--- config.mk ---
export PLATFORM = sky130hd
export DESIGN_NAME = uart_cmd_ctrl
export DESIGN_NICKNAME = d
export VERILOG_FILES = /design/src/rtl/uart_cmd_ctrl.sv
export SDC_FILE = /design/constraint.sdc
export NUM_CORES = 1
export LEC_CHECK = 0
export CORE_UTILIZATION = 49
export DETAILED_ROUTE_END_ITERATION = 12
export PLACE_DENSITY_LB_ADDON = 0.12
export SYNTH_ARGS = -nofsm -noshare
export SYNTH_HDL_FRONTEND = slang
export SYNTH_SLANG_ARGS = --single-unit
--- constraint.sdc ---
create_clock -name clk -period 2.2 [get_ports clk]
set_clock_uncertainty 0.05 [all_clocks]
set_input_delay 0.22 -clock clk [delete_from_list [all_inputs] [get_ports clk]]
set_output_delay 0.22 -clock clk [all_outputs]
set_load 0.02 [all_outputs]
--- src/rtl/uart_cmd_ctrl.sv ---
// Command sequencer: parses SYNC/CMD/D0/D1/CSUM frames from a byte stream,
// updates the display or LED register, and queues a one-byte ACK/NAK response.
module uart_cmd_ctrl #(
  parameter logic [7:0] SYNC        = 8'hA5,
  parameter int         TIMEOUT_CYC = 50_000,
  parameter logic [7:0] ACK_BYTE    = 8'h06,
  parameter logic [7:0] NAK_BYTE    = 8'h15
) (
  input  logic        clk,
  input  logic        rst_n,
  input  logic [7:0]  i_data,
  input  logic        i_vld,
  output logic [15:0] o_disp_data,
  output logic        o_disp_we,
  output logic [7:0]  o_led,
  output logic [7:0]  o_tx_data,
  output logic        o_tx_vld,
  input  logic        i_tx_rdy,
  output logic        o_err,
  output logic        o_rsp_drop
);

  localparam int CW = (TIMEOUT_CYC > 2) ? $clog2(TIMEOUT_CYC) : 1;
  localparam logic [CW-1:0] TMO_LAST = CW'(TIMEOUT_CYC - 1);

  localparam logic [2:0] S_IDLE = 3'd0;
  localparam logic [2:0] S_CMD  = 3'd1;
  localparam logic [2:0] S_D0   = 3'd2;
  localparam logic [2:0] S_D1   = 3'd3;
  localparam logic [2:0] S_CSUM = 3'd4;

  localparam logic [7:0] CMD_DISP = 8'h01;
  localparam logic [7:0] CMD_LED  = 8'h02;

  function automatic logic [7:0] calc_csum(input logic [7:0] c, input logic [7:0] a,
                                           input logic [7:0] b);
    calc_csum = c ^ a ^ b;
  endfunction

  logic [2:0]    state_q, state_d;
  logic [CW-1:0] tmo_q, tmo_d;
  logic [7:0]    cmd_q, cmd_d, d0_q, d0_d, d1_q, d1_d;
  logic [15:0]   disp_q, disp_d;
  logic          disp_we_q, disp_we_d;
  logic [7:0]    led_q, led_d;
  logic [7:0]    tx_data_q, tx_data_d;
  logic          tx_vld_q, tx_vld_d;
  logic          err_q, err_d;
  logic          drop_q, drop_d;
  logic          rsp_new_s;
  logic [7:0]    rsp_byte_s;

  // Frame parser, timeout supervisor and response holding register
  always_comb begin
    state_d    = state_q;
    tmo_d      = tmo_q;
    cmd_d      = cmd_q;
    d0_d       = d0_q;
    d1_d       = d1_q;
    disp_d     = disp_q;
    disp_we_d  = 1'b0;
    led_d      = led_q;
    tx_data_d  = tx_data_q;
    tx_vld_d   = tx_vld_q;
    err_d      = 1'b0;
    drop_d     = drop_q;
    rsp_new_s  = 1'b0;
    rsp_byte_s = NAK_BYTE;

    if (state_q == S_IDLE || i_vld) begin
      tmo_d = '0;
    end else if (tmo_q == TMO_LAST) begin
      // Truncated frame: drop it silently on the response side
      tmo_d   = '0;
      state_d = S_IDLE;
      err_d   = 1'b1;
    end else begin
      tmo_d = tmo_q + CW'(1);
    end

    if (i_vld) begin
      case (state_q)
        S_IDLE: begin
          if (i_data == SYNC) begin
            state_d = S_CMD;
          end else begin
            state_d = S_IDLE;
          end
        end
        S_CMD: begin
          cmd_d   = i_data;
          state_d = S_D0;
        end
        S_D0: begin
          d0_d    = i_data;
          state_d = S_D1;
        end
        S_D1: begin
          d1_d    = i_data;
          state_d = S_CSUM;
        end
        S_CSUM: begin
          state_d   = S_IDLE;
          rsp_new_s = 1'b1;
          if (i_data != calc_csum(cmd_q, d0_q, d1_q)) begin
            err_d = 1'b1;
          end else begin
            case (cmd_q)
              CMD_DISP: begin
                disp_d     = {d1_q, d0_q};
                disp_we_d  = 1'b1;
                rsp_byte_s = ACK_BYTE;
              end
              CMD_LED: begin
                led_d      = d0_q;
                rsp_byte_s = ACK_BYTE;
              end
              default: err_d = 1'b1;
            endcase
          end
        end
        default: state_d = S_IDLE;
      endcase
    end else begin
      state_d = state_d;
    end

    // A pending response accepted this cycle frees the slot for a new one
    if (rsp_new_s) begin
      if (!tx_vld_q || i_tx_rdy) begin
        tx_data_d = rsp_byte_s;
        tx_vld_d  = 1'b1;
      end else begin
        drop_d = 1'b1;
      end
    end else if (tx_vld_q && i_tx_rdy) begin
      tx_vld_d = 1'b0;
    end else begin
      tx_vld_d = tx_vld_q;
    end
  end

  // State and output registers
  always_ff @(posedge clk or negedge rst_n) begin
    if (!rst_n) begin
      state_q   <= S_IDLE;
      tmo_q     <= '0;
      cmd_q     <= 8'h00;
      d0_q      <= 8'h00;
      d1_q      <= 8'h00;
      disp_q    <= 16'h0000;
      disp_we_q <= 1'b0;
      led_q     <= 8'h00;
      tx_data_q <= 8'h00;
      tx_vld_q  <= 1'b0;
      err_q     <= 1'b0;
      drop_q    <= 1'b0;
    end else begin
      state_q   <= state_d;
      tmo_q     <= tmo_d;
      cmd_q     <= cmd_d;
      d0_q      <= d0_d;
      d1_q      <= d1_d;
      disp_q    <= disp_d;
      disp_we_q <= disp_we_d;
      led_q     <= led_d;
      tx_data_q <= tx_data_d;
      tx_vld_q  <= tx_vld_d;
      err_q     <= err_d;
      drop_q    <= drop_d;
    end
  end

  assign o_disp_data = disp_q;
  assign o_disp_we   = disp_we_q;
  assign o_led       = led_q;
  assign o_tx_data   = tx_data_q;
  assign o_tx_vld    = tx_vld_q;
  assign o_err       = err_q;
  assign o_rsp_drop  = drop_q;

endmodule

==> impl_metrics.yaml <==
setup_path:
  cp-start-kind: "flip-flop"
  required_ns: 2.38
  cp-end-kind: "flip-flop"
  critPathKind: "flip-flop to flip-flop"
  crit_fanout: 9
  cp_data_arrival_time_ns: 2.35
placed_design:
  numPortBuffers: 43
  dpl_worst_slack_ns: -0.237
  dp_hpwl_mm: 4.41
  globalplace.congestion: 0.776
  placed_cells: 387
grt:
  grt_first_pass_wirelength_mm: 10.6
  grt_max_degree: 75
  antenna_found_initial: 0
  gr-usage-all-layers_pct: 19.6
  grt_pass1_vias: 2095
  grt_overflow: 0
worst_hold_path:
  worstHoldPathType: "input port to asynchronous set/reset pin"
detailed_routing:
  route.detailed.drc: 4
  dr.pass1.iters: 11
  post_drt_wl_per_cell_um: 15.7
  vias_per_cell: 5.21
  ant_nets: 0
  vias: 2104
  drt_iter0_markers: 127
  drt_wl_total_mm: 6.35
floorplan:
  dieArea_um2: 7170
  die_w_um: 84.7
  num_rows: 29
  io_pins: 48
  core_area_um2: 6460
  die_h_um: 84.7
  start_util_pct: 51.9
synth:
  yosysTopAreaCellShare_pct: 55.3
  yosysSeqAreaShare_pct: 55.3
  synth-main-ff-cell: "dfrtp_1"
  netlist_area_um2: 3350
  ys_seq_elements: 74
  synth_area_leader_cell: "dfrtp_1"
  synth.area.top_cells: "dfrtp_1 (55%), mux2_2 (13%), xnor2_1 (6.3%), mux2_4 (4.0%), xor2_1 (3.7%)"
  yosysWarnings: 0
  postSynthAreaPerCell_um2: 13.1
  synth_edf_count: 0
  ys_types: 37
  synthCells: 255
  async_reset_ff_share_pct: 100
sta:
  holdWs_ns: 0.381
  finalHoldViolations: 0
  period_needed_ns: 2.17
  fmax_mhz: 461
  grt_setup_unrepaired: "true"
  setup_slack_ns: 0.0321
  report.final.slew_viol_count: 0
  setup_viol: 0
  finalCritPeriodShare_pct: 98.5
power:
  p_leak_nw: 1.95
  ir_drop_uv: 626
  powerDensity_nw_per_um2: 1020
  power_w: 0.00437
run_status:
  status: "complete, but fails checks"
  violations: "design-rule violations"
cts:
  clock_latency_ns: 0.35
  cts_sinks: 74
  cts_tree: "built"
  clk_path_buf_depth: 2
  cts_root_buf: "clkbuf_8"
  cts_setup_buffers: 0
  htree_levels: 3
  clkTransAtPathRegs_ns: 0.08
  numCtsBuffers: 9
finish:
  final_cell_mix: "dfrtp_1 (74), clkdlybuf4s50_1 (42), mux2_2 (40)"
  nets: 335
  syn_to_final_growth_pct: 27.6
  layout.cells.most_common: "dfrtp_1"
  layout-drive-gt1-share_pct: 29.7
  finalNonFillerCells: 404
  antenna_cells: 0
job:
  drv_cap: 0
## layout make-up
cell class	count	area [µm²]
Fill cell	506	2180
Inverter	1	3.75
Clock buffer	9	124
Tap cell	77	96.3
Timing Repair Buffer	63	607
Sequential cell	74	1850
Clock inverter	7	141
Multi-Input combinational cell	173	1450
## flip-flops by register name, summed over array words and instances (netlist names)
| register | flops |
|---|---|
| o_tx_data | 3 |
| state_q | 3 |
| o_led | 8 |
| d1_q | 8 |
| cmd_q | 8 |
| tmo_q | 16 |
| d0_q | 8 |
| o_tx_vld | 1 |
| o_disp_data | 16 |
| o_disp_we | 1 |
| o_err | 1 |
| o_rsp_drop | 1 |
## worst max-delay path, stage by stage (launching register included)
cell and delay (ns):
dfrtp_1 0.43, xor2_1 0.18, xnor2_1 0.22, nand4_2 0.24, nor4_4 0.34, buf_4 0.24, mux2_2 0.35
## Yosys cell counts, drive strengths merged (2+ instances only)
cell	number
and4	2
nor2	23
nor2b	3
nand4	6
a21oi	2
buf	6
nand2b	4
and3	4
nor4	3
nor3	3
a21o	2
clkbuf	4
nand2	9
nand3	7
mux2	49
or2	3
dfrtp	74
xnor2	24
xor2	14
nor4bb	2
## layer usage
metal / wire length (µm) / track usage, % / vias up
met4: 35 / 5.55 / 0
met1: 3150 / 28.3 / 1048
met3: 250 / 5.51 / 6
li1: - / - / 1006
met2: 2910 / 29.0 / 44
met5: 0 / 0 / -
## through the flow
step	util (%)	cell area [µm²]	TNS, ns
3_5_place_dp	61.8	3990	-4.82
3_3_place_gp	61.8	3990	-4.48
4_1_cts	66.0	4260	0
6_report	66.2	4280	0
2_1_floorplan	-	3370	-0.0821
5_1_grt	66.2	4280	-0.653
## worst paths after layout
path	startpoint	end	slack, ns	cells after the start
max	d0_q[4]$_DFFE_PN0P_	o_disp_data[1]$_DFFE_PN0P_	0.03	6
min	rst_n	o_rsp_drop$_DFFE_PN0P_	0.38	3
max reg2reg	d0_q[4]$_DFFE_PN0P_	o_disp_data[1]$_DFFE_PN0P_	0.03	6
min reg2reg	o_tx_data[2]$_DFFE_PN0P_	o_tx_data[2]$_DFFE_PN0P_	0.43	1
max in group asynchronous	rst_n	cmd_q[5]$_DFFE_PN0P_	1.42	3
min in group clk	o_tx_data[2]$_DFFE_PN0P_	o_tx_data[2]$_DFFE_PN0P_	0.43	1
## power by group
group	internal (W)	switching, W
registers	0.00159	0.000267
clock network	0.000867	0.000514
logic	0.000616	0.000518
total	0.00307	0.00130
## cells by family after synthesis
logic type      after synthesis  synth area share, %
simple gates                 73                 13.0
flops                        74                 55.3
other cells                   1                0.112
xor+xnor                     38                 9.94
buf+inv                      11                 2.13
compound gates                8                 1.64
mux                          49                 17.5
fa+ha+maj                     1                0.373
## timing repair
action                                  in CTS  in global routing
endpoints found under the hold margin       74                  0
endpoints found under the setup margin       0                 17
hold buffers                                 1                  0
resized for setup                            0                  2
(Power assumes the default switching activity.)
